## src/rtl/simple_axi_master_arbiter_pkg.sv

```systemverilog
`default_nettype none
// ============================================================================
// Module      : simple_axi_master_arbiter_pkg
// Description : Shared state encoding and command codes for the host-port arbiter.
// Revision    : 1.0 - initial release
// ============================================================================
package simple_axi_master_arbiter_pkg;

    typedef enum logic [2:0] {
        S_IDLE  = 3'd0,
        S_ISSUE = 3'd1,
        S_WAIT  = 3'd2,
        S_RESP  = 3'd3,
        S_CLEAR = 3'd4
    } state_t;

    localparam logic [1:0] c_rw_read  = 2'b01;
    localparam logic [1:0] c_rw_write = 2'b10;

endpackage
`default_nettype wire

```

## src/rtl/simple_axi_master_arbiter_if.sv

```systemverilog
`default_nettype none
// ============================================================================
// Module      : simple_axi_master_arbiter_if
// Description : Command/status bundle between the arbiter and simple_axi_master.
// Revision    : 1.0 - initial release
// ============================================================================
interface simple_axi_master_arbiter_if #(
    parameter int WIDTH = 32
);
    logic [1:0]       m_rw;
    logic [2:0]       m_size;
    logic [31:0]      m_addr;
    logic [WIDTH-1:0] m_wdata;
    logic             m_clear;
    logic [WIDTH-1:0] m_rdata;
    logic             m_wait;
    logic             m_done;
    logic             m_error;
    logic             m_invalid;

    modport master (
        output m_rw, m_size, m_addr, m_wdata, m_clear,
        input  m_rdata, m_wait, m_done, m_error, m_invalid
    );

    modport slave (
        input  m_rw, m_size, m_addr, m_wdata, m_clear,
        output m_rdata, m_wait, m_done, m_error, m_invalid
    );
endinterface
`default_nettype wire

```

## src/rtl/simple_axi_master_arbiter_rr_pick.sv

```systemverilog
`default_nettype none
// ============================================================================
// Module      : simple_axi_master_arbiter_rr_pick
// Description : Combinational round-robin picker: first request at/after ptr.
// Revision    : 1.0 - initial release
// ============================================================================
module simple_axi_master_arbiter_rr_pick #(
    parameter int NREQ = 4,
    parameter int IDXW = 2
) (
    input  wire logic [NREQ-1:0] i_req,
    input  wire logic [IDXW-1:0] i_ptr,
    output logic      [NREQ-1:0] o_onehot,
    output logic      [IDXW-1:0] o_idx,
    output logic                 o_valid
);
    logic [NREQ-1:0] w_rot;
    int              w_sel;

    always_comb begin
        o_onehot = '0;
        o_idx    = '0;
        o_valid  = 1'b0;
        w_sel    = 0;
        // Bit k of the rotated vector is requester (ptr + k) mod NREQ.
        w_rot    = NREQ'({i_req, i_req} >> i_ptr);
        // Scan from the far end so the nearest request is the final assignment.
        for (int k = NREQ - 1; k >= 0; k--) begin
            if (w_rot[k]) begin
                w_sel   = int'(i_ptr) + k;
                if (w_sel >= NREQ) begin
                    w_sel = w_sel - NREQ;
                end
                o_valid = 1'b1;
            end
        end
        if (o_valid) begin
            o_idx    = IDXW'(w_sel);
            o_onehot = NREQ'(1) << w_sel;
        end
    end
endmodule
`default_nettype wire

```

## src/rtl/simple_axi_master_arbiter.sv

```systemverilog
`default_nettype none
// ============================================================================
// Module      : simple_axi_master_arbiter
// Description : Round-robin sharing of one simple_axi_master port by NREQ requesters.
// Revision    : 1.0 - initial release
// ============================================================================
module simple_axi_master_arbiter
    import simple_axi_master_arbiter_pkg::*;
#(
    parameter int NREQ  = 4,
    parameter int WIDTH = 32
) (
    input  wire logic                  i_clk,
    input  wire logic                  i_rstn,
    input  wire logic [NREQ-1:0]       i_req,
    input  wire logic [2*NREQ-1:0]     i_req_rw,
    input  wire logic [3*NREQ-1:0]     i_req_size,
    input  wire logic [32*NREQ-1:0]    i_req_addr,
    input  wire logic [WIDTH*NREQ-1:0] i_req_wdata,
    output logic      [NREQ-1:0]       o_gnt,
    output logic      [NREQ-1:0]       o_resp_valid,
    output logic      [WIDTH-1:0]      o_resp_rdata,
    output logic                       o_resp_error,
    output logic                       o_resp_invalid,
    output logic                       o_busy,
    simple_axi_master_arbiter_if.master m_bus
);
    localparam int IDXW = (NREQ > 1) ? $clog2(NREQ) : 1;

    state_t           r_state;
    logic [IDXW-1:0]  r_ptr;
    logic [1:0]       r_rw;
    logic [2:0]       r_size;
    logic [31:0]      r_addr;
    logic [WIDTH-1:0] r_wdata;
    logic [1:0]       r_m_rw;
    logic             r_m_clear;

    logic [NREQ-1:0]  w_pick_onehot;
    logic [IDXW-1:0]  w_pick_idx;
    logic             w_pick_valid;

    logic [1:0]       w_rw_arr    [NREQ];
    logic [2:0]       w_size_arr  [NREQ];
    logic [31:0]      w_addr_arr  [NREQ];
    logic [WIDTH-1:0] w_wdata_arr [NREQ];

    generate
        for (genvar g = 0; g < NREQ; g++) begin : g_unpack
            assign w_rw_arr[g]    = i_req_rw[g*2 +: 2];
            assign w_size_arr[g]  = i_req_size[g*3 +: 3];
            assign w_addr_arr[g]  = i_req_addr[g*32 +: 32];
            assign w_wdata_arr[g] = i_req_wdata[g*WIDTH +: WIDTH];
        end
    endgenerate

    simple_axi_master_arbiter_rr_pick #(
        .NREQ (NREQ),
        .IDXW (IDXW)
    ) u_rr_pick (
        .i_req    (i_req),
        .i_ptr    (r_ptr),
        .o_onehot (w_pick_onehot),
        .o_idx    (w_pick_idx),
        .o_valid  (w_pick_valid)
    );

    assign m_bus.m_rw    = r_m_rw;
    assign m_bus.m_size  = r_size;
    assign m_bus.m_addr  = r_addr;
    assign m_bus.m_wdata = r_wdata;
    assign m_bus.m_clear = r_m_clear;

    always_ff @(posedge i_clk or negedge i_rstn) begin
        if (!i_rstn) begin
            r_state        <= S_IDLE;
            r_ptr          <= '0;
            r_rw           <= '0;
            r_size         <= '0;
            r_addr         <= '0;
            r_wdata        <= '0;
            r_m_rw         <= '0;
            r_m_clear      <= 1'b0;
            o_gnt          <= '0;
            o_resp_valid   <= '0;
            o_resp_rdata   <= '0;
            o_resp_error   <= 1'b0;
            o_resp_invalid <= 1'b0;
            o_busy         <= 1'b0;
        end else begin
            case (r_state)
                S_IDLE: begin
                    // A done still high from an earlier command must be cleared first.
                    if (w_pick_valid && !m_bus.m_wait && !m_bus.m_done) begin
                        r_rw    <= w_rw_arr[w_pick_idx];
                        r_size  <= w_size_arr[w_pick_idx];
                        r_addr  <= w_addr_arr[w_pick_idx];
                        r_wdata <= w_wdata_arr[w_pick_idx];
                        r_m_rw  <= w_rw_arr[w_pick_idx];
                        o_gnt   <= w_pick_onehot;
                        o_busy  <= 1'b1;
                        r_ptr   <= (w_pick_idx == IDXW'(NREQ - 1)) ? '0 : w_pick_idx + 1'b1;
                        r_state <= S_ISSUE;
                    end
                end
                S_ISSUE: begin
                    r_m_rw  <= '0;
                    r_state <= S_WAIT;
                end
                S_WAIT: begin
                    if (m_bus.m_done) begin
                        o_resp_rdata   <= m_bus.m_rdata;
                        o_resp_error   <= m_bus.m_error;
                        o_resp_invalid <= m_bus.m_invalid;
                        o_resp_valid   <= o_gnt;
                        r_state        <= S_RESP;
                    end
                end
                S_RESP: begin
                    o_resp_valid <= '0;
                    o_gnt        <= '0;
                    r_m_clear    <= 1'b1;
                    r_state      <= S_CLEAR;
                end
                S_CLEAR: begin
                    r_m_clear <= 1'b0;
                    o_busy    <= 1'b0;
                    r_state   <= S_IDLE;
                end
                default: begin
                    r_m_rw       <= '0;
                    r_m_clear    <= 1'b0;
                    o_gnt        <= '0;
                    o_resp_valid <= '0;
                    o_busy       <= 1'b0;
                    r_state      <= S_IDLE;
                end
            endcase
        end
    end
endmodule
`default_nettype wire

```

## src/flat_wrapper.sv

```systemverilog
// flat-port wrapper written by rule: the top's interface ports become plain ports
module simple_axi_master_arbiter_flat import simple_axi_master_arbiter_pkg::*;
#(
    parameter int NREQ  = 4,
    parameter int WIDTH = 32
)
  (i_clk, i_rstn, i_req, i_req_rw, i_req_size, i_req_addr, i_req_wdata, o_gnt, o_resp_valid, o_resp_rdata, o_resp_error, o_resp_invalid, o_busy, m_bus_m_rw, m_bus_m_size, m_bus_m_addr, m_bus_m_wdata, m_bus_m_clear, m_bus_m_rdata, m_bus_m_wait, m_bus_m_done, m_bus_m_error, m_bus_m_invalid);
  simple_axi_master_arbiter_if #(.WIDTH(WIDTH)) m_bus_i ();
  input  wire logic i_clk;
  input  wire logic i_rstn;
  input  wire logic [NREQ-1:0] i_req;
  input  wire logic [2*NREQ-1:0] i_req_rw;
  input  wire logic [3*NREQ-1:0] i_req_size;
  input  wire logic [32*NREQ-1:0] i_req_addr;
  input  wire logic [WIDTH*NREQ-1:0] i_req_wdata;
  output logic      [NREQ-1:0] o_gnt;
  output logic      [NREQ-1:0] o_resp_valid;
  output logic      [WIDTH-1:0] o_resp_rdata;
  output logic o_resp_error;
  output logic o_resp_invalid;
  output logic o_busy;
  output wire logic [$bits(m_bus_i.m_rw)-1:0] m_bus_m_rw;
  output wire logic [$bits(m_bus_i.m_size)-1:0] m_bus_m_size;
  output wire logic [$bits(m_bus_i.m_addr)-1:0] m_bus_m_addr;
  output wire logic [$bits(m_bus_i.m_wdata)-1:0] m_bus_m_wdata;
  output wire logic [$bits(m_bus_i.m_clear)-1:0] m_bus_m_clear;
  input wire logic [$bits(m_bus_i.m_rdata)-1:0] m_bus_m_rdata;
  input wire logic [$bits(m_bus_i.m_wait)-1:0] m_bus_m_wait;
  input wire logic [$bits(m_bus_i.m_done)-1:0] m_bus_m_done;
  input wire logic [$bits(m_bus_i.m_error)-1:0] m_bus_m_error;
  input wire logic [$bits(m_bus_i.m_invalid)-1:0] m_bus_m_invalid;
  assign m_bus_m_rw = m_bus_i.m_rw;
  assign m_bus_m_size = m_bus_i.m_size;
  assign m_bus_m_addr = m_bus_i.m_addr;
  assign m_bus_m_wdata = m_bus_i.m_wdata;
  assign m_bus_m_clear = m_bus_i.m_clear;
  assign m_bus_i.m_rdata = m_bus_m_rdata;
  assign m_bus_i.m_wait = m_bus_m_wait;
  assign m_bus_i.m_done = m_bus_m_done;
  assign m_bus_i.m_error = m_bus_m_error;
  assign m_bus_i.m_invalid = m_bus_m_invalid;
  simple_axi_master_arbiter #(.NREQ(NREQ), .WIDTH(WIDTH)) u_core (.i_clk(i_clk), .i_rstn(i_rstn), .i_req(i_req), .i_req_rw(i_req_rw), .i_req_size(i_req_size), .i_req_addr(i_req_addr), .i_req_wdata(i_req_wdata), .o_gnt(o_gnt), .o_resp_valid(o_resp_valid), .o_resp_rdata(o_resp_rdata), .o_resp_error(o_resp_error), .o_resp_invalid(o_resp_invalid), .o_busy(o_busy), .m_bus(m_bus_i));
endmodule
```

## config.mk

```make
export PLATFORM = sky130hd
export DESIGN_NAME = simple_axi_master_arbiter_flat
export DESIGN_NICKNAME = d
export VERILOG_FILES = /design/src/rtl/simple_axi_master_arbiter_pkg.sv /design/src/rtl/simple_axi_master_arbiter_if.sv /design/src/rtl/simple_axi_master_arbiter_rr_pick.sv /design/src/rtl/simple_axi_master_arbiter.sv /design/src/flat_wrapper.sv
export SDC_FILE = /design/constraint.sdc
export NUM_CORES = 1
export LEC_CHECK = 0
export CAP_MARGIN = 20
export CELL_PAD_IN_SITES_DETAIL_PLACEMENT = 1
export CELL_PAD_IN_SITES_GLOBAL_PLACEMENT = 2
export CORE_ASPECT_RATIO = 0.7
export CORE_UTILIZATION = 22
export DETAILED_ROUTE_END_ITERATION = 10
export PLACE_DENSITY_LB_ADDON = 0.1
export SLEW_MARGIN = 30
export SYNTH_ARGS = -nofsm -noshare
export SYNTH_HDL_FRONTEND = slang
export SYNTH_SLANG_ARGS = --single-unit
```

## constraint.sdc

```tcl
create_clock -name i_clk -period 2.78 [get_ports i_clk]
set_clock_uncertainty 0.15 [all_clocks]
set_input_delay 0.556 -clock i_clk [delete_from_list [all_inputs] [get_ports i_clk]]
set_output_delay 0.556 -clock i_clk [all_outputs]
set_load 0.05 [all_outputs]
```

==> metrics.yaml, run 1 <==
leakage_nw: 5.293
synth_xor_area_share_pct: 0.2456
syn_to_final_growth_pct: 81.00
yosys_warnings: 0
synth_area_leader_cell: "dfrtp_1"
synthMuxAreaShare_pct: 25.91
synth-seq-area-share_pct: 41.40
critPathCaptureType: "flop"
nets: 1415
critical_path_arrival_ns: 2.78
ys_seq_elements: 118
port-buffer-count: 430
ctsResizeCount: 0
drt_iter0_markers: 308
relSlewSlack_pct: 57.94
crit_type: "in2reg"
synth_cell_types: 46
yosys.area.top_type_share_pct: 41.40
layout_common_cells: "429 x clkdlybuf4s50_1, 141 x mux2i_1, 118 x dfrtp_1"
clock-sinks: 118
layout_commonest_cell: "clkdlybuf4s50_1"
core_sq_mm: 0.03155
post_drt_via_cell_ratio: 4.520
final-hold-violation-count: 0
drc: 0
synth_nets: 961
start_util_pct: 22.60
die_height_um: 152.6
routed_wirelength_um: 29380
cp.required_ns: 2.93
fin_crit_ns: 2.630
fin_util_pct: 40.91
layout-drive-gt1-share_pct: 15.84
path_clk_slew_ns: 0.06
clkLatencyLatePin_ns: 0.42
clk_path_buf_depth: 2
via_count: 6893
status: "complete, no violations"
hold_buffers: 1
synthAdderAreaFrac_pct: 0.8772
antennaDiodeCount: 0
die_area_sq_mm: 0.03315
start_kind: "input pin"
ios: 431
powerDensity_mw_per_mm2: 1134
hpwl_um: 23560
syn_inst: 638
layout.filler_cells: 3441
tightest_slew_ns: 0.6289
syn_area_sq_mm: 0.007132
synthSimpleGateAreaFrac_pct: 12.79
hold_class: "reg2reg"
antenna_found_initial: 4
grt_pass1_wl_um: 43800
h-tree-depth: 4
synth.area.top_cells: "dfrtp_1 41%, mux2i_1 20%, a221o_1 9.8%"
min_period_over_period_pct: 94.62
cts_buffers: 17
post_cts_buffers: 0
fin_worst_hold_slack_ns: 0.3471
grt_usage_pct: 17.44
avgSynthCellArea_sq_um: 11.18
grt_max_degree: 53
finalSetupViolCount: 0
slew_viol_final: 0
synth_top_family_by_area: "multiplexers"
cts_tree: "yes"
fmax_mhz: 380.2
post_drt_wl_per_cell_um: 19.27
core.rowCount: 54
dr.pass1.iters: 4
ir_worst_vdd_uv: 597.2
overflow: 0
rsz0062_at_grt: "no"
cp_max_fo: 12
gp_congestion: 0.7724
maxCapViolCount: 0
dieWidth_um: 217.2
detail-route-antenna-nets: 0
cts-root-buf: "clkbuf_16"
grt_pass1_vias: 7146
synth_compound_area_share_pct: 12.54
## Yosys cell counts, drive strengths merged
master and count:
ha 5, a21oi 3, o41ai 1, a31oi 2, o31ai 1, o21ai 7, xnor2 2, nor2b 2
mux2 36, clkbuf 20, nor4bb 1, o211ai 1, nor3 70, a211o 1, o21bai 1, o22ai 3
dfrtp 118, a21o 1, a221o 70, nand3 2, buf 43, nor3b 1, nand4 1, or4 1
a22oi 1, or3b 1, nand2b 1, mux2i 143, and3 2, nor2 73, inv 7, o21a 3
a22o 4, or3 1, nand2 8, nand4b 1
## routing by layer
metal / up-vias / track usage [%] / share of wire [%] / wire length, um
met3: 18 / 6.347 / 7.7 / 2253
met5: - / 0 / 0.18 / 54
li1: 3321 / - / - / -
met2: 225 / 27.73 / 46 / 13560
met4: 8 / 3.219 / 0.68 / 201
met1: 3321 / 22.67 / 45 / 13310
## sequential cells by signal (all words and copies together) (netlist names)
signal,flops
u_core.m_bus.m_addr,32
u_core.m_bus.m_clear,1
u_core.m_bus.m_rw,2
u_core.m_bus.m_size,3
u_core.m_bus.m_wdata,32
u_core.o_busy,1
u_core.o_gnt,4
u_core.o_resp_error,1
u_core.o_resp_invalid,1
u_core.o_resp_rdata,32
u_core.o_resp_valid,4
u_core.r_ptr,2
u_core.r_state,3
## worst max-delay path: stages
cell,delay (ns)
clkdlybuf4s50_1,0.44
nor2b_1,0.16
a211o_1,0.28
a22oi_2,0.27
buf_12,0.22
buf_4,0.19
mux2i_1,0.28
nor2_1,0.07
a221o_1,0.30
## power breakdown
| group | total (mW) | switching, mW | internal (mW) |
|---|---|---|---|
| clock network | 2.15 | 0.972 | 1.18 |
| logic | 9.48 | 5.61 | 3.86 |
| registers | 3.01 | 0.485 | 2.53 |
| total | 14.6 | 7.07 | 7.57 |
## kinds of logic after synthesis
group           Yosys count
fa+ha+maj                 5
simple gates            165
buf+inv                  70
compound gates           99
mux                     179
xor+xnor                  2
flops                   118
## cell type report
| type | count | area, sq um | area share [%] |
|---|---|---|---|
| repair buffers | 498 | 5081 | 39.36 |
| clock inverters | 15 | 130.1 | 1.008 |
| flip-flops and latches | 118 | 2953 | 22.87 |
| inverters | 7 | 26.28 | 0.2035 |
| well taps | 420 | 525.5 | 4.071 |
| clock buffers | 17 | 425.4 | 3.296 |
| multi-input cells | 450 | 3767 | 29.18 |
## through the flow
stage | power (mW) | setup TNS [ns] | area [sq um] | std cells | worst slack [ns]
2_1_floorplan | 9.180 | 0 | 7132 | 638 | 0.4686
3_3_place_gp | 12.57 | -11.96 | 12340 | 1492 | -0.2696
3_5_place_dp | 12.63 | -14.90 | 12340 | 1492 | -0.3013
4_1_cts | 14.88 | 0 | 12910 | 1525 | 0.1557
5_1_grt | 15.42 | 0 | 12910 | 1525 | 0.02947
6_report | 14.64 | 0 | 12910 | 1525 | 0.1497
## final timing paths
| check | start | to | slack, ns | cells after the start |
|---|---|---|---|---|
| max | i_req[0] | u_core.m_bus.m_addr[2]$_DFFE_PN0P_ | 0.15 | 9 |
| min | u_core.m_bus.m_clear$_DFFE_PN0N_ | u_core.m_bus.m_clear$_DFFE_PN0N_ | 0.35 | 1 |
| max reg2reg | u_core.r_ptr[0]$_DFFE_PN0P_ | u_core.m_bus.m_addr[2]$_DFFE_PN0P_ | 0.28 | 8 |
| min reg2reg | u_core.m_bus.m_clear$_DFFE_PN0N_ | u_core.m_bus.m_clear$_DFFE_PN0N_ | 0.35 | 1 |
| max in group asynchronous | i_rstn | u_core.o_resp_rdata[6]$_DFFE_PN0P_ | 1.27 | 3 |
| min in group asynchronous | i_rstn | u_core.o_resp_rdata[17]$_DFFE_PN0P_ | 0.48 | 2 |
Note: power is estimated with default switching activity, not from simulation.
==> run 2: changes to the inputs <==
- CORE_UTILIZATION: 22 -> 23
- SYNTH_HIERARCHICAL: not set -> 1
==> metrics.yaml, run 2 <==
status: "complete, no violations"
grt_usage_pct: 18.55
synth.area.top_cells: "dfrtp_1 44%, mux4_2 24%, mux2_2 14%"
post_drt_via_cell_ratio: 4.536
rr_endpoint: "u_core/m_bus.m_wdata[29]$_DFFE_PN0P_"
switching_power_mw: 6.831
routed_wirelength_um: 28380
grt_pass1_vias: 6405
maxCapViolCount: 0
post_cts_buffers: 0
drc: 0
final_area_sq_mm: 0.01241
avgSynthCellArea_sq_um: 16.35
synth_area_leader_cell: "dfrtp_1"
powerDensity_mw_per_mm2: 1240
swShare_pct: 44.39
synthTopCellsByCount: "118 x dfrtp_1, 81 x mux2_2, 70 x mux4_2, 20 x mux2_4, 13 x buf_2"
dr.pass1.iters: 4
leakage_nw: 4.846
rsz0062_at_grt: "no"
yosys.area.top_type_share_pct: 44.26
grt_max_degree: 56
synth_nets: 732
ios: 431
syn_to_final_growth_pct: 85.97
gp_congestion: 0.8291
layout_commonest_cell: "clkdlybuf4s50_1"
final-hold-violation-count: 0
synth_cell_types: 52
antenna_found_initial: 0
relSlewSlack_pct: 60.05
finalSetupViolCount: 0
comb_power_share_pct: 64.6
layout_common_cells: "429 x clkdlybuf4s50_1, 117 x dfrtp_1, 81 x mux2_2"
clkLatencyLatePin_ns: 0.42
path_clk_slew_ns: 0.06
drt_iter0_markers: 178
min_delay_worst_endpoint: "u_core/m_bus.m_clear$_DFFE_PN0N_"
cts-root-buf: "clkbuf_16"
synth.most_common_cell: "dfrtp_1"
cts_tree: "yes"
tightest_slew_ns: 0.5973
cp_max_fo: 13
async_flop_share_pct: 100.0
cp.required_ns: 2.94
h-tree-depth: 4
synth_ff_type: "dfrtp_1"
crit_type: "in2reg"
rr_startpoint: "u_core/r_ptr[0]$_DFFE_PN0P_"
core.rowCount: 51
p_int_mw: 8.558
layout.filler_cells: 2880
hpwl_um: 22470
core_sq_mm: 0.02814
layout-drive-gt1-share_pct: 30.13
port-buffer-count: 430
syn_inst: 408
ir_worst_vdd_uv: 432.1
critPathCaptureType: "flop"
setup_tns_ns: 0
nets: 1184
fin_crit_ns: 2.695
start_util_pct: 23.71
syn_area_sq_mm: 0.006671
power_mw: 15.39
post_drt_wl_per_cell_um: 22.79
reg2regPathDepth: 10
clk_path_buf_depth: 2
die_area_sq_mm: 0.02970
synth_edf_count: 0
yosys_warnings: 6
cts_buffers: 17
fin_util_pct: 44.09
overflow: 0
synth-seq-area-share_pct: 44.26
clock-sinks: 118
min_delay_path_depth: 1
fmax_mhz: 371.0
detail-route-antenna-nets: 0
r2r_slack_ns: 0.11
worstHoldStart: "u_core/m_bus.m_clear$_DFFE_PN0N_"
grt_pass1_wl_um: 40030
critical_path_arrival_ns: 2.85
placed_area_sq_mm: 0.01161
dieWidth_um: 205.6
die_height_um: 144.5
min_period_over_period_pct: 96.96
via_count: 5647
fin_worst_hold_slack_ns: 0.3292
hold_class: "reg2reg"
p_seq_share_pct: 20.3
slew_viol_final: 0
start_kind: "input pin"
ys_seq_elements: 118
pwr-share-clk_pct: 15.1
==> run 2: how the worst max path moves through the flow <==
stage | startpoint | depth (start not counted) | end | slack (ns)
2_1_floorplan | u_core/r_ptr[0]$_DFFE_PN0P_ | 13 | u_core/m_bus.m_addr[18]$_DFFE_PN0P_ | 0.005
3_3_place_gp | i_req[2] | 9 | u_core/m_bus.m_addr[3]$_DFFE_PN0P_ | -0.33
3_5_place_dp | i_req[2] | 9 | u_core/m_bus.m_wdata[4]$_DFFE_PN0P_ | -0.42
4_1_cts | i_req[2] | 9 | u_core/m_bus.m_wdata[4]$_DFFE_PN0P_ | 0.03
5_1_grt | u_core/r_ptr[0]$_DFFE_PN0P_ | 10 | u_core/m_bus.m_size[1]$_DFFE_PN0P_ | 0.006
6_report | i_req[2] | 9 | u_core/m_bus.m_addr[26]$_DFFE_PN0P_ | 0.08
==> run 2: power groups by stage <==
stage | clock network (mW) | logic [mW] | registers [mW]
2_1_floorplan | 0 | 3.45 | 5.93
6_report | 2.32 | 9.94 | 3.13
3_3_place_gp | 0 | 9.56 | 3.12
3_5_place_dp | 0 | 9.66 | 3.16
4_1_cts | 2.40 | 9.69 | 3.15
5_1_grt | 2.47 | 10.4 | 3.26
==> run 2: kinds of logic (layout without fill, tap and decap cells) <==
logic type	after synthesis	after routing	synth area share, %
other	0	1	0
multiplexers	174	174	42.54
AND/OR/NAND/NOR	34	34	3.695
adder cells (fa/ha/maj)	7	7	1.275
XOR/XNOR	1	1	0.1313
AO/OA/AOI/OAI	32	32	3.882
buffers and inverters	42	507	4.220
flip-flops	118	118	44.26
==> run 2: per-stage QoR <==
step / worst slack [ns] / std cells
floorplan: 0.005383 / 408
global placement: -0.3328 / 1206
detailed placement: -0.4176 / 1206
CTS: 0.03462 / 1239
global route: 0.006409 / 1244
finish: 0.08451 / 1245
==> run 2: critical path, stage by stage <==
cell and delay [ns]:
clkdlybuf4s50_1 0.51, or3b_2 0.48, a21oi_2 0.16, a21oi_1 0.05
and3_4 0.18, inv_8 0.13, clkbuf_16 0.21, mux4_2 0.30
mux2_4 0.27
==> run 2: repair_timing <==
action,in CTS,in global routing
gates resized for setup,0,8
hold endpoints to repair,34,0
hold buffers,1,0
endpoints found under the setup margin,0,51
==> run 2: area by class of cell <==
| type | count | area [sq um] | area share, % |
|---|---|---|---|
| Tap cell | 371 | 464.2 | 3.741 |
| Inverter | 7 | 50.05 | 0.4034 |
| Clock inverter | 14 | 173.9 | 1.402 |
| Timing Repair Buffer | 468 | 4842 | 39.03 |
| Sequential cell | 118 | 2954 | 23.81 |
| Clock buffer | 18 | 439.2 | 3.540 |
| Antenna cell | 1 | 2.502 | 0.02017 |
| Multi-Input combinational cell | 248 | 3481 | 28.06 |
==> run 2: layer usage <==
layer | vias to the layer above | part of all wire [%] | GRT usage (%)
li1 | 2522 | - | -
met1 | 2881 | 40 | 22.00
met2 | 221 | 52 | 32.43
met3 | 23 | 6.7 | 5.521
met4 | 0 | 1.3 | 5.302
met5 | - | 0 | 0
==> run 3: changes to the inputs <==
- SKIP_CTS_REPAIR_TIMING: not set -> 1
- SLEW_MARGIN: 30 -> 10
==> metrics.yaml, run 3 (synthesis gave the netlist of run 2 again) <==
dieWidth_um: 205.6
placed_area_sq_mm: 0.01161
die_height_um: 144.5
rsz0062_at_grt: "no"
final-hold-violation-count: 0
setup_tns_ns: 0
ios: 431
min_delay_path_depth: 1
critical_path_arrival_ns: 2.86
tightest_slew_ns: 0.5973
hold_class: "reg2reg"
crit_type: "in2reg"
critPathCaptureType: "flop"
rr_startpoint: "u_core/r_ptr[0]$_DFFE_PN0P_"
nets: 1184
slew_viol_final: 0
hpwl_um: 22470
layout_commonest_cell: "clkdlybuf4s50_1"
status: "complete, no violations"
leakage_nw: 4.846
antenna_found_initial: 0
layout_common_cells: "429 x clkdlybuf4s50_1, 117 x dfrtp_1, 81 x mux2_2"
grt_pass1_vias: 6405
place_inst: 1206
core.rowCount: 51
reg2regPathDepth: 10
routed_wirelength_um: 28380
worstHoldStart: "u_core/m_bus.m_clear$_DFFE_PN0N_"
dr.pass1.iters: 4
die_area_sq_mm: 0.02970
overflow: 0
cp.required_ns: 2.94
fin_worst_hold_slack_ns: 0.3292
h-tree-depth: 4
rr_endpoint: "u_core/m_bus.m_wdata[29]$_DFFE_PN0P_"
finalSetupViolCount: 0
grt_pass1_wl_um: 40030
grt_usage_pct: 18.55
fin_util_pct: 44.09
layout-drive-gt1-share_pct: 30.13
pre_cts_slack_ns: -0.4176
clk_path_buf_depth: 2
final_area_sq_mm: 0.01241
fin_ws_ns: 0.08157
core_sq_mm: 0.02814
clkLatencyLatePin_ns: 0.42
r2r_slack_ns: 0.11
min_period_over_period_pct: 97.07
clock-sinks: 118
min_delay_worst_endpoint: "u_core/m_bus.m_clear$_DFFE_PN0N_"
cts_tree: "yes"
cts-root-buf: "clkbuf_16"
post_drt_wl_per_cell_um: 22.79
ir_worst_vdd_uv: 432.1
powerDensity_mw_per_mm2: 1241
maxCapViolCount: 0
start_util_pct: 23.71
cp_max_fo: 13
grt_max_degree: 56
drc: 0
gp_congestion: 0.8291
via_count: 5625
port-buffer-count: 430
syn_to_final_growth_pct: 85.97
drt_iter0_markers: 167
relSlewSlack_pct: 60.05
start_kind: "input pin"
cts_buffers: 17
layoutNonFillerInstCount: 1245
fmax_mhz: 370.6
path_clk_slew_ns: 0.06
power_mw: 15.39
detail-route-antenna-nets: 0
fin_crit_ns: 2.698
post_drt_via_cell_ratio: 4.518
-- run 3: worst max path at each step --
stage | from | cells after the start | end
finish | i_req[2] | 9 | u_core/m_bus.m_size[1]$_DFFE_PN0P_
global route | u_core/r_ptr[0]$_DFFE_PN0P_ | 10 | u_core/m_bus.m_size[1]$_DFFE_PN0P_
floorplan | u_core/r_ptr[0]$_DFFE_PN0P_ | 13 | u_core/m_bus.m_addr[18]$_DFFE_PN0P_
detailed placement | i_req[2] | 9 | u_core/m_bus.m_wdata[4]$_DFFE_PN0P_
global placement | i_req[2] | 9 | u_core/m_bus.m_addr[3]$_DFFE_PN0P_
CTS | i_req[2] | 9 | u_core/m_bus.m_wdata[4]$_DFFE_PN0P_
-- run 3: layout make-up --
class / count / area [sq um]
diodes: 1 / 2.502
inverters: 7 / 50.05
fillers: 2880 / 15730
multi-input cells: 248 / 3481
clock buffers: 18 / 439.2
clock inverters: 14 / 173.9
flip-flops and latches: 118 / 2954
repair buffers: 468 / 4842
well taps: 371 / 464.2
-- run 3: worst max-delay path: stages --
cell and delay, ns:
clkdlybuf4s50_1 0.51, or3b_2 0.48, a21oi_2 0.16, a21oi_1 0.05, and3_4 0.18, inv_8 0.13
clkbuf_16 0.21, mux4_2 0.29, mux2_2 0.28
-- run 3: routing by layer --
layer,track usage [%],wire length [um],vias to the layer above
met3,5.521,1922,23
met5,0,0,-
li1,-,-,2519
met2,32.43,14790,223
met1,22.00,11310,2860
met4,5.302,355,0
-- run 3: report_power, final --
part | total (mW) | leakage [nW] | switching (mW) | internal, mW
clock | 2.32 | 0.301 | 0.877 | 1.44
combinational | 9.94 | 3.13 | 5.42 | 4.53
sequential | 3.13 | 1.42 | 0.540 | 2.59
